### src/rtl/led_cmd_if.sv
// Command channel for the LED flash controller: a valid/ready handshake
// carrying the target channel, pattern mode, half-period and burst count.
`timescale 1ns/1ps
interface led_cmd_if;
    logic       Cmd_Valid;
    logic       Cmd_Ready;
    logic [1:0] Cmd_Ch;
    logic [1:0] Cmd_Mode;
    logic [3:0] Cmd_Half;
    logic [3:0] Cmd_Count;

    modport master (
        output Cmd_Valid, Cmd_Ch, Cmd_Mode, Cmd_Half, Cmd_Count,
        input  Cmd_Ready
    );

    modport slave (
        input  Cmd_Valid, Cmd_Ch, Cmd_Mode, Cmd_Half, Cmd_Count,
        output Cmd_Ready
    );
endinterface

### src/rtl/led_flash_ctrl.sv
// Four-channel LED flash controller: off / steady / blink / counted burst,
// all channels paced by one shared free-running 50 ms tick.
`timescale 1ns/1ps
module led_flash_ctrl #(
    parameter logic [21:0] T50MS = 22'd2_499_999
) (
    input  logic       CLK,
    input  logic       RSTn,
    led_cmd_if.slave   cmd,
    output logic [3:0] LED_Out,
    output logic [3:0] Busy,
    output logic [3:0] Done
);

    typedef enum logic [1:0] {
        ST_OFF   = 2'd0,
        ST_ON    = 2'd1,
        ST_BLINK = 2'd2,
        ST_BURST = 2'd3
    } state_t;

    localparam logic [1:0] MODE_OFF   = 2'd0;
    localparam logic [1:0] MODE_ON    = 2'd1;
    localparam logic [1:0] MODE_BLINK = 2'd2;
    localparam logic [1:0] MODE_BURST = 2'd3;

    state_t      state_r    [4];
    logic [3:0]  half_cnt_r [4];
    logic [3:0]  half_r     [4];
    logic [3:0]  rem_r      [4];
    logic [3:0]  led_r;
    logic [3:0]  busy_r;
    logic [3:0]  done_r;
    logic [21:0] presc_r;
    logic        ready_r;

    logic        tick_s;
    logic        accept_s;
    logic [3:0]  half_eff_s;

    assign tick_s     = (presc_r == T50MS);
    assign accept_s   = cmd.Cmd_Valid && ready_r;
    assign half_eff_s = (cmd.Cmd_Half == 4'd0) ? 4'd1 : cmd.Cmd_Half;

    assign cmd.Cmd_Ready = ready_r;
    assign LED_Out       = led_r;
    assign Busy          = busy_r;
    assign Done          = done_r;

    // Shared tick prescaler, free-running and untouched by commands.
    always_ff @(posedge CLK or negedge RSTn) begin
        if (!RSTn) begin
            presc_r <= 22'd0;
        end else if (tick_s) begin
            presc_r <= 22'd0;
        end else begin
            presc_r <= presc_r + 22'd1;
        end
    end

    // Ready drops for the single cycle after each accept.
    always_ff @(posedge CLK or negedge RSTn) begin
        if (!RSTn) begin
            ready_r <= 1'b0;
        end else begin
            ready_r <= !accept_s;
        end
    end

    // Per-channel pattern FSMs; a command to a channel pre-empts its tick.
    always_ff @(posedge CLK or negedge RSTn) begin
        if (!RSTn) begin
            for (int c = 0; c < 4; c++) begin
                state_r[c]    <= ST_OFF;
                half_cnt_r[c] <= 4'd0;
                half_r[c]     <= 4'd1;
                rem_r[c]      <= 4'd0;
            end
            led_r  <= 4'b0000;
            busy_r <= 4'b0000;
            done_r <= 4'b0000;
        end else begin
            for (int c = 0; c < 4; c++) begin
                done_r[c] <= 1'b0;
                if (accept_s && (cmd.Cmd_Ch == 2'(c))) begin
                    half_cnt_r[c] <= 4'd0;
                    half_r[c]     <= half_eff_s;
                    case (cmd.Cmd_Mode)
                        MODE_OFF: begin
                            state_r[c] <= ST_OFF;
                            led_r[c]   <= 1'b0;
                            busy_r[c]  <= 1'b0;
                        end
                        MODE_ON: begin
                            state_r[c] <= ST_ON;
                            led_r[c]   <= 1'b1;
                            busy_r[c]  <= 1'b0;
                        end
                        MODE_BLINK: begin
                            state_r[c] <= ST_BLINK;
                            led_r[c]   <= 1'b1;
                            busy_r[c]  <= 1'b1;
                        end
                        MODE_BURST: begin
                            if (cmd.Cmd_Count != 4'd0) begin
                                state_r[c] <= ST_BURST;
                                led_r[c]   <= 1'b1;
                                busy_r[c]  <= 1'b1;
                                rem_r[c]   <= cmd.Cmd_Count;
                            end else begin
                                state_r[c] <= ST_OFF;
                                led_r[c]   <= 1'b0;
                                busy_r[c]  <= 1'b0;
                                done_r[c]  <= 1'b1;
                            end
                        end
                        default: begin
                            state_r[c] <= ST_OFF;
                            led_r[c]   <= 1'b0;
                            busy_r[c]  <= 1'b0;
                        end
                    endcase
                end else if (tick_s && ((state_r[c] == ST_BLINK) || (state_r[c] == ST_BURST))) begin
                    if (half_cnt_r[c] == (half_r[c] - 4'd1)) begin
                        half_cnt_r[c] <= 4'd0;
                        if (state_r[c] == ST_BLINK) begin
                            led_r[c] <= ~led_r[c];
                        end else if (led_r[c]) begin
                            led_r[c] <= 1'b0;
                            rem_r[c] <= rem_r[c] - 4'd1;
                        end else if (rem_r[c] == 4'd0) begin
                            // Last off-phase has expired: burst finished.
                            state_r[c] <= ST_OFF;
                            busy_r[c]  <= 1'b0;
                            done_r[c]  <= 1'b1;
                        end else begin
                            led_r[c] <= 1'b1;
                        end
                    end else begin
                        half_cnt_r[c] <= half_cnt_r[c] + 4'd1;
                    end
                end else begin
                    half_cnt_r[c] <= half_cnt_r[c];
                end
            end
        end
    end

endmodule

### src/flat_wrapper.sv
// flat-port wrapper written by rule: the top's interface ports become plain ports
module led_flash_ctrl_flat 
#(
    parameter logic [21:0] T50MS = 22'd2_499_999
)
  (CLK, RSTn, LED_Out, Busy, Done, cmd_Cmd_Valid, cmd_Cmd_Ch, cmd_Cmd_Mode, cmd_Cmd_Half, cmd_Cmd_Count, cmd_Cmd_Ready);
  led_cmd_if cmd_i ();
  input  logic CLK;
  input  logic RSTn;
  output logic [3:0] LED_Out;
  output logic [3:0] Busy;
  output logic [3:0] Done;
  input wire logic [$bits(cmd_i.Cmd_Valid)-1:0] cmd_Cmd_Valid;
  input wire logic [$bits(cmd_i.Cmd_Ch)-1:0] cmd_Cmd_Ch;
  input wire logic [$bits(cmd_i.Cmd_Mode)-1:0] cmd_Cmd_Mode;
  input wire logic [$bits(cmd_i.Cmd_Half)-1:0] cmd_Cmd_Half;
  input wire logic [$bits(cmd_i.Cmd_Count)-1:0] cmd_Cmd_Count;
  output wire logic [$bits(cmd_i.Cmd_Ready)-1:0] cmd_Cmd_Ready;
  assign cmd_i.Cmd_Valid = cmd_Cmd_Valid;
  assign cmd_i.Cmd_Ch = cmd_Cmd_Ch;
  assign cmd_i.Cmd_Mode = cmd_Cmd_Mode;
  assign cmd_i.Cmd_Half = cmd_Cmd_Half;
  assign cmd_i.Cmd_Count = cmd_Cmd_Count;
  assign cmd_Cmd_Ready = cmd_i.Cmd_Ready;
  led_flash_ctrl #(.T50MS(T50MS)) u_core (.CLK(CLK), .RSTn(RSTn), .cmd(cmd_i), .LED_Out(LED_Out), .Busy(Busy), .Done(Done));
endmodule
### config.mk
export PLATFORM = sky130hd
export DESIGN_NAME = led_flash_ctrl_flat
export DESIGN_NICKNAME = d
export VERILOG_FILES = /design/src/rtl/led_cmd_if.sv /design/src/rtl/led_flash_ctrl.sv /design/src/flat_wrapper.sv
export SDC_FILE = /design/constraint.sdc
export NUM_CORES = 1
export LEC_CHECK = 0
export ABC_AREA = 1
export BUFFER_PORTS_ARGS = -buffer_cell sky130_fd_sc_hd__buf_4
export CORE_UTILIZATION = 35
export CTS_CLUSTER_DIAMETER = 100
export DETAILED_ROUTE_END_ITERATION = 12
export HOLD_SLACK_MARGIN = 0.15
export SLEW_MARGIN = 20
export SYNTH_ARGS = -nofsm -noshare
export SYNTH_HDL_FRONTEND = slang
export SYNTH_SLANG_ARGS = --single-unit
export TNS_END_PERCENT = 30
### constraint.sdc
create_clock -name CLK -period 2.9 [get_ports CLK]
set_clock_uncertainty 0.2 [all_clocks]
set_input_delay 0.58 -clock CLK [delete_from_list [all_inputs] [get_ports CLK]]
set_output_delay 0.58 -clock CLK [all_outputs]
set_load 0.01 [all_outputs]
Word level (Yosys, flattened, before mapping)
Cells that the tools add are included.
{ "word_totals": {"regBits": 91, "latchBits": 0, "ramBits": 0, "mem_bits_ro": 0, "inputBits": 15, "output_inout_bits": 13, "elab_cells": 270, "memories": 0} }
{ "classes": {"n_addsub": 13, "multipliers": 0, "div_mod_pow": 0, "order_cmp": 0, "eq_ne": 35, "n_shift": 0, "muxes": 139, "bitwise_logic": 4, "n_reduce_logical": 52} }
{ "ops": {"columns": ["op", "n"], "rows": [
  ["4-bit 2-to-1 mux", 35],
  ["1-bit 2-to-1 mux", 75],
  ["2-bit 2-to-1 mux", 25],
  ["2-bit nonzero test", 16],
  ["4-bit by 1-bit subtractor with 4-bit output, second input constant", 8],
  ["2-bit == test, second input constant", 12],
  ["6-bit AND reduction", 4],
  ["22-bit by 1-bit adder with 22-bit output, second input constant", 1],
  ["22-bit == test, second input constant", 1],
  ["22-bit 2-to-1 mux", 1],
  ["2-bit inequality test, second input constant", 11],
  ["4-bit zero test", 5],
  ["5-bit AND reduction", 4],
  ["4-bit by 1-bit adder with 4-bit output, second input constant", 4],
  ["4-bit == test", 4],
  ["2-bit by 1-bit inequality test with 1-bit output, second input constant", 5],
  ["1-bit logical AND", 9],
  ["2-bit case mux with 4 select lines", 1],
  ["2-bit AND reduction", 4],
  ["1-bit case mux with 3 select lines", 2],
  ["2-bit by 1-bit == test with 1-bit output, second input constant", 2],
  ["2-bit zero test", 2],
  ["1-bit logical OR", 4],
  ["1-bit NOT", 4],
  ["other kinds (3)", 4]
]} }

Logic depth before layout (Yosys ltp)
Gate-level depths: netlist (run 1).
{ "depth": {"word_depth": 7, "depth_mapped": 13, "ltp_nobuf": 13} }

Least setup slack after synthesis (run 1)
Ideal clock, no wire load.
{ "synth_path": {"kind": "reg2reg", "start": "register u_core.half_r[8] (netlist bit)", "end": "register u_core.busy_r[1], in the netlist u_core.Busy[1]", "setup_time_ns": 0.117, "arrival_time_ns": 1.677, "required_ns": 2.583, "slack_ns": 0.906, "path_stages_with_launch": 11, "path_buffers": 0, "synth_period_minus_slack_ns": 1.994, "cell_sequence": "dfstp_2 > inv_1 > ha_1 > nand2_1 > nand4_1 > nor2_1 > nand2_1 > nand2_1 > nand3_4 > nand2_1 > nand2_1"} }
{ "synth_between": {"elab_chain_cells": 4} }
{ "synth_rtl": {"columns": ["item", "line_no", "rtl"], "rows": [
  ["from (decl)", "led_flash_ctrl.sv:29", "logic [3:0] half_r [4];"],
  ["from (signal, indexed assignment)", "led_flash_ctrl.sv:87", "half_r[c] <= half_eff_s;"],
  ["4-bit by 1-bit subtractor with 4-bit output", "led_flash_ctrl.sv:124", "if (half_cnt_r[c] == (half_r[c] - 4'd1)) begin"],
  ["4-bit == test", "led_flash_ctrl.sv:124", null],
  ["2-bit nonzero test (no line)", null, null],
  ["5-bit AND reduction (no line)", null, null],
  ["to (signal, indexed assignment)", "led_flash_ctrl.sv:113", "busy_r[c] <= 1'b0;"],
  ["to (signal, indexed assignment)", "led_flash_ctrl.sv:120", "busy_r[c] <= 1'b0;"],
  ["to (signal, indexed assignment)", "led_flash_ctrl.sv:134", "busy_r[c] <= 1'b0;"],
  ["to (decl)", "led_flash_ctrl.sv:32", "logic [3:0] busy_r;"]
]} }
Every way passes these cells.
A chain may end at the register's enable or synchronous reset.

Worst setup path in the final report (run 1)
{ "layout_path": {"start": "register u_core.presc_r[0]", "end": "register u_core.state_r[1] (netlist bit)"} }
{ "layout_between": {"elab_chain_cells": 4} }
{ "layout_rtl": {"columns": ["item", "line_no", "rtl"], "rows": [
  ["from (decl)", "led_flash_ctrl.sv:34", "logic [21:0] presc_r;"],
  ["from (signal assigned)", "led_flash_ctrl.sv:57", "presc_r <= presc_r + 22'd1;"],
  ["22-bit == test", "led_flash_ctrl.sv:41", "assign tick_s = (presc_r == T50MS);"],
  ["1-bit logical AND", "led_flash_ctrl.sv:123", "end else if (tick_s && ((state_r[c] == ST_BLINK) || (state_r[c] == ST_BURST))) begin"],
  ["2-bit nonzero test (no line)", null, null],
  ["5-bit AND reduction (no line)", null, null],
  ["to (signal, indexed assignment)", "led_flash_ctrl.sv:74", "state_r[c] <= ST_OFF;"],
  ["to (signal, indexed assignment)", "led_flash_ctrl.sv:118", "state_r[c] <= ST_OFF;"],
  ["to (signal, indexed assignment)", "led_flash_ctrl.sv:133", "state_r[c] <= ST_OFF;"],
  ["to (decl)", "led_flash_ctrl.sv:27", "state_t state_r [4];"]
]} }
Every way passes these cells.

==> results of run 1 <==
[cell usage after synthesis (all sizes together) (3+ instances only)]
cell and instances:
dfstp 4, nor3 18, nand4 31, inv 107, a21oi 14, clkinv 3
o21ai 58, ha 20, dfrtp 87, nand3 58, buf 11, xor2 15
nor2 56, nand3b 6, xnor2 10, nand2 249
[worst reg2reg max path, stage by stage (launching register included)]
cell and delay, ps:
dfrtp_1 370, ha_1 260, nand2_2 100, nor2_4 150
nand2_2 80, nor2_4 180, nand3_1 100, nand2_1 320
nand3_1 250, nand2_1 110, nand2_1 50
[per-layer routing]
metal / vias to the layer above / wire [um] / GRT usage
met1: 2114 / 6350 / 0.240
met5: - / 0 / 0
li1: 2485 / - / -
met2: 96 / 5670 / 0.262
met3: 16 / 646 / 0.0263
met4: 0 / 271 / 0.0782
[cells by family (layout without fill, tap and decap cells)]
family	Yosys count	after routing	share of synthesized area
xor+xnor	25	25	0.0393
buf+inv	122	159	0.0882
flops	91	91	0.409
simple gates	423	423	0.347
fa+ha+maj	20	20	0.0449
compound gates	76	76	0.0707
[state kept, by name (all words and copies together) (netlist names)]
register,count
u_core.presc_r,22
u_core.half_cnt_r,16
u_core.half_r,16
u_core.rem_r,16
u_core.state_r,8
u_core.Busy,4
u_core.Done,4
u_core.LED_Out,4
u_core.cmd.Cmd_Ready,1
[final cells by class]
| cell class | instances | area (um^2) |
|---|---|---|
| clock buffers | 10 | 229 |
| clock inverters | 6 | 41.3 |
| fillers | 1574 | 9080 |
| inverters | 110 | 413 |
| multi-input cells | 544 | 2800 |
| flip-flops and latches | 91 | 2280 |
| well taps | 211 | 264 |
| repair buffers | 33 | 263 |
[power breakdown]
group	leakage [nW]	internal, W	switching, W
combinational	1.90	0.000466	0.000675
clock	0.125	0.000581	0.000517
sequential	1.15	0.00149	0.000209
total	3.18	0.00253	0.00140
[cell usage in the layout (no fill, tap or decap), types with 5 or more instances in the layout]
cell type / netlist / final
a21oi_1: 13 / 13
buf_4: 1 / 31
clkbuf_16: 0 / 9
dfrtp_1: 87 / 87
ha_1: 20 / 20
inv_1: 102 / 102
inv_2: 5 / 5
nand2_1: 239 / 239
nand2_2: 8 / 8
nand3_1: 50 / 50
nand3b_1: 6 / 6
nand4_1: 31 / 31
nor2_1: 53 / 53
nor3_1: 17 / 17
o21ai_0: 49 / 49
o21ai_1: 8 / 8
xnor2_1: 10 / 10
xor2_1: 15 / 15
[through the flow]
stage / cell area (um^2) / total power [W] / cells
floorplan: 5570 / 0.00253 / 757
global placement: 6010 / 0.00285 / 988
detailed placement: 6010 / 0.00287 / 988
CTS: 6290 / 0.00398 / 1005
global route: 6290 / 0.00425 / 1005
finish: 6290 / 0.00393 / 1005
[how the worst max path moves through the flow]
stage / startpoint / endpoint / slack [ps] / cells past startpoint
after floorplan: u_core.half_r[8] / u_core.Busy[1] / 910 / 10
after global placement: cmd_Cmd_Valid / u_core.rem_r[2] / 520 / 11
after detailed placement: cmd_Cmd_Valid / u_core.rem_r[1] / 480 / 11
after CTS: u_core.half_r[0] / u_core.state_r[1] / 650 / 9
after global routing: u_core.presc_r[0] / u_core.state_r[0] / 370 / 10
final: u_core.presc_r[0] / u_core.state_r[1] / 630 / 10
[what timing repair did]
action | CTS | global route
hold buffers | 1 | 0
hold endpoints to repair | 33 | 0
gates resized for setup | 0 | 0
==> flow_summary.toml, run 1 <==
[yosys]
netlist.area_leader.share = 0.391
syn_inst = 757
avgSynthCellArea_um2 = 7.36
yosys.area.top_type = "dfrtp_1"
synth_ff_type = "dfrtp_1"
async_flop_share = 1.00
ys_ff_latch = 91
syn-num-nets = 792
synth_edf_count = 0
ys_types = 36
synth.area.top_cells = "dfrtp_1 (39%), nand2_1 (16%), inv_1 (6.9%)"
seq_area_frac_synth = 0.409
ys.warnings.count = 0
syn_area_um2 = 5570

[timing]
hold_slack_ps = 243
tightestPinTransition_ps = 562
slew-limit-headroom = 0.623
finalSetupViolations = 0
fmax_ghz = 0.440
min_period_ps = 2270
period_share = 0.784
rsz0062_at_grt = "no"
slew_viol_final = 0
setup-tns-final_ps = 0
fin_ws_ps = 625
hold_violations = 0

[layout]
diodes = 0
finalNetCount = 824
synthToLayoutAreaGrowth_pct = 12.9
drive_gt1_frac = 0.103
final_util = 0.409

[worst_setup_path]
path_delay_family = "simple AND/OR/NAND/NOR gates"
rr_endpoint = "u_core.state_r[1]"
reg2reg_depth = 10
path_buf_inv = 0
crit_path_start_kind = "flop"
crit_chain = "ha_1 > nand2_2 > nor2_4 > nand2_2 > nor2_4 > nand3_1 > nand2_1 > nand3_1 > nand2_1 > nand2_1"
required_ps = 2950
worst_setup_path_end_kind = "flop"
reg2reg_from = "u_core.presc_r[0]"
cp_slowest_stage_delay_ps = 370
crit_type = "flop to flop"
worstPathArrival_ps = 2320
path_max_fanout = 12
cp_slowest_cell = "dfrtp_1"
ff2ff_setup_slack_ps = 630
cp_common_cell = "nand2_1"

[clock_tree]
cts_tree = "yes"
clockRootBuffer = "clkbuf_16"
cts_setup_buffers = 0
clock_path_buffers = 2
clk_transition_reported_paths_ps = 70
htree_levels = 3
clock-sinks = 91
clk_latency_ps = 350
cts_buffers = 9

[global_routing]
grt_max_degree = 58
gr-usage-all-layers = 0.172
grt_first_pass_wirelength_mm = 22.1
grt_pass1_vias = 4525
overflow = 0
antenna_found_initial = 0

[die]
start_util = 0.363
core_um2 = 15400
num_rows = 45
die_area_um2 = 16400
die_y_um = 128
io_pins = 28
die_w_um = 128

[drt]
drc = 0
drtAntennaViolNets = 0
drt-initial-drc-count = 211
first_pass_iters = 5
post_drt_wl_per_cell_um = 12.9
drt-total-wl_mm = 12.9
vias_per_cell = 4.69
route.vias.total = 4711

[hold_path]
holdPathEnd = "u_core.cmd.Cmd_Ready"
min_from = "cmd_Cmd_Valid"
hold_path_class = "input port to flop"
hold_path_depth = 2

[pwr]
ir_worst_vdd_mv = 0.311
power_density_nw_per_um2 = 625
total_leakage_power_nw = 3.18

[placed_design]
gp_congestion = 0.879
numPortBuffers = 27
hpwl_mm = 9.51
dp_slack_ps = 479

[run_status]
status = "finished clean"

[run]
cap_violations = 0
Power figures use the tool's default switching activity.
==> run 2: changes to the inputs <==
--- a/config.mk
+++ b/config.mk
@@ -5,7 +5,7 @@
 export SDC_FILE = /design/constraint.sdc
 export NUM_CORES = 1
 export LEC_CHECK = 0
-export ABC_AREA = 1
+export ABC_AREA = 0
 export BUFFER_PORTS_ARGS = -buffer_cell sky130_fd_sc_hd__buf_4
 export CORE_UTILIZATION = 35
 export CTS_CLUSTER_DIAMETER = 100
==> constraint.sdc (replaced) <==
create_clock -name CLK -period 2.1 [get_ports CLK]
set_clock_uncertainty 0.2 [all_clocks]
set_input_delay 0.42 -clock CLK [delete_from_list [all_inputs] [get_ports CLK]]
set_output_delay 0.42 -clock CLK [all_outputs]
set_load 0.01 [all_outputs]
==> flow_summary.toml, run 2 <==
[layout]
final_cell_mix = "buf_4 (129), dfrtp_1 (86), nand2_1 (70)"
drive_gt1_frac = 0.354
layout_commonest_cell = "buf_4"
diodes = 0
seqCellArea_um2 = 2280
largest_register_ffs = 22
multi_input_area_um2 = 3180
final_util = 0.502
synthToLayoutAreaGrowth_pct = 39.7
finalNetCount = 717
top_register = "u_core.presc_r"
num-fill-cells = 1367
final_cells = 871

[die]
die_w_um = 124
start_util = 0.360
core_um2 = 14500
io_pins = 28
die_area_um2 = 15400
die_y_um = 124
num_rows = 44

[yosys]
synth.area.top_cells = "dfrtp_1 (42%), nand2_1 (5.1%), ha_1 (4.8%)"
yosys.area.top_type = "dfrtp_1"
ys_ff_latch = 91
syn_area_um2 = 5230
avgSynthCellArea_um2 = 9.68
netlist.area_leader.share = 0.416
synth_edf_count = 0
synth_commonest_cells = "dfrtp_1 (87), nand2_1 (71), nor2_1 (53)"
syn_inst = 540
syn-num-nets = 575
synth.most_common_cell = "dfrtp_1"
ys.warnings.count = 0
async_flop_share = 1.00
seq_area_frac_synth = 0.437
synth_ff_type = "dfrtp_1"
ys_types = 65

[timing]
min_period_ps = 2330
finalSetupViolations = 34
rsz0062_at_grt = "yes"
slew_viol_final = 0
fin_ws_ps = -229
hold_violations = 0
tightestPinTransition_ps = 535
hold_slack_ps = 162
period_share = 1.11
slew-limit-headroom = 0.644
fmax_ghz = 0.429

[worst_setup_path]
required_ps = 2170
reg2reg_from = "u_core.half_r[0]"
startpoint = "u_core.half_r[0]"
path_max_fanout = 4
cp_slowest_cell = "dfstp_2"
cp_slowest_stage_delay_ps = 540
crit_type = "flop to flop"
worst_setup_path_end_kind = "flop"
crit_path_start_kind = "flop"
worstPathArrival_ps = 2400
crit_chain = "inv_2 > ha_4 > xnor2_4 > nor3_4 > nand2_2 > or4b_1 > a31oi_1"

[pwr]
power_density_nw_per_um2 = 729
p_total_w = 0.00533
p_int_w = 0.00367
swShare = 0.312
total_leakage_power_nw = 3.27
switchingPower_w = 0.00166
clkPwrFrac = 0.313
p_seq_frac = 0.411
ir_worst_vdd_mv = 0.457
combPwrFrac = 0.276

[clock_tree]
htree_levels = 3
clock-sinks = 91
clockRootBuffer = "clkbuf_16"
clk_transition_reported_paths_ps = 70
cts_tree = "yes"
cts_buffers = 9
clock_path_buffers = 2
clk_latency_ps = 350

[placed_design]
gp_congestion = 0.853
hpwl_mm = 10.3
numPortBuffers = 27
dp_cells = 835
dp_slack_ps = -329

[global_routing]
grt_first_pass_wirelength_mm = 24.4
grt_pass1_vias = 4774
gr-usage-all-layers = 0.199
antenna_found_initial = 0
grt_max_degree = 37
overflow = 0

[drt]
post_drt_wl_per_cell_um = 16.9
vias_per_cell = 5.33
route.vias.total = 4640
drc = 0
first_pass_iters = 4
drtAntennaViolNets = 0
drt-initial-drc-count = 380
drt-total-wl_mm = 14.8

[run]
cap_violations = 0

[run_status]
status = "complete, but fails checks"
failed_checks = "negative setup slack"

[hold_path]
hold_path_class = "input port to flop"
min_from = "cmd_Cmd_Half[1]"
## run 2: cell types whose count changed in the layout (fill, tap and decap cells not counted), moves of 16 or more
cell | before | now
inv_1 | 102 | 22
nand3_1 | 50 | 14
o21ai_0 | 49 | 16
nand4_1 | 31 | 15
nand2_1 | 239 | 70
buf_4 | 31 | 129
## run 2: worst max-delay path: cells and delay by family, from the launching register on
| kind | cells | cell delay (ps) |
|---|---|---|
| adders and majority gates | 1 | 230 |
| xor gates and xnor gates | 1 | 130 |
| buffers and inverters | 1 | 40 |
| and+or+nand+nor | 3 | 920 |
| AOI/OAI and AO/OA | 1 | 200 |
| DFF | 1 | 540 |
## run 2: cell type report
cell class / instances / area share
Multi-Input combinational cell: 407 / 0.436
Sequential cell: 91 / 0.313
Timing Repair Buffer: 147 / 0.166
Clock buffer: 12 / 0.0338
Tap cell: 184 / 0.0315
Inverter: 26 / 0.0134
Clock inverter: 4 / 0.00702
## run 2: layer usage
metal / vias up / global-route usage / part of all wire
li1: 2234 / - / -
met1: 2309 / 0.252 / 0.44
met2: 80 / 0.342 / 0.51
met3: 17 / 0.0233 / 0.026
met4: 0 / 0.0836 / 0.019
met5: - / 0 / 0
## run 2: kinds of logic after synthesis
group / Yosys count / share of synthesized area
simple gates: 255 / 0.280
flops: 91 / 0.437
compound gates: 84 / 0.108
buf+inv: 42 / 0.0369
xor+xnor: 41 / 0.0773
fa+ha+maj: 20 / 0.0479
mux: 7 / 0.0141
## run 2: power groups by stage
stage               logic [W]  clock network, W  registers (W)
floorplan            0.000741                 0        0.00217
detailed placement    0.00123                 0        0.00219
CTS                   0.00142           0.00170        0.00218
global placement      0.00120                 0        0.00218
global route          0.00161           0.00176        0.00221
finish                0.00147           0.00167        0.00219
## run 2: path summary, 6_finish.rpt
kind / to / slack (ps) / depth (start not counted)
max reg2reg: u_core.LED_Out[3] / -230 / 7
min reg2reg: u_core.presc_r[4] / 260 / 1
min in group asynchronous: u_core.rem_r[4] / 380 / 2
max in group asynchronous: u_core.half_r[12] / 670 / 3
max: u_core.LED_Out[3] / -230 / 7
min: u_core.half_r[9] / 160 / 3
## run 2: per-stage QoR
stage / setup TNS (ps) / cell area [um^2]
4_1_cts: -2950 / 7120
5_1_grt: -7180 / 7300
3_3_place_gp: -5670 / 6440
6_report: -3080 / 7300
3_5_place_dp: -10170 / 6440
2_1_floorplan: -1140 / 5290
## run 2: what timing repair did
action                                 4_1_cts  5_1_grt
endpoints found under the hold margin       34        0
pin swaps                                   40       20
setup buffers                               14        2
cloned                                       1        0
setup endpoints to repair                   63       56
hold buffers                                 3        0
gates resized for setup                     45       35
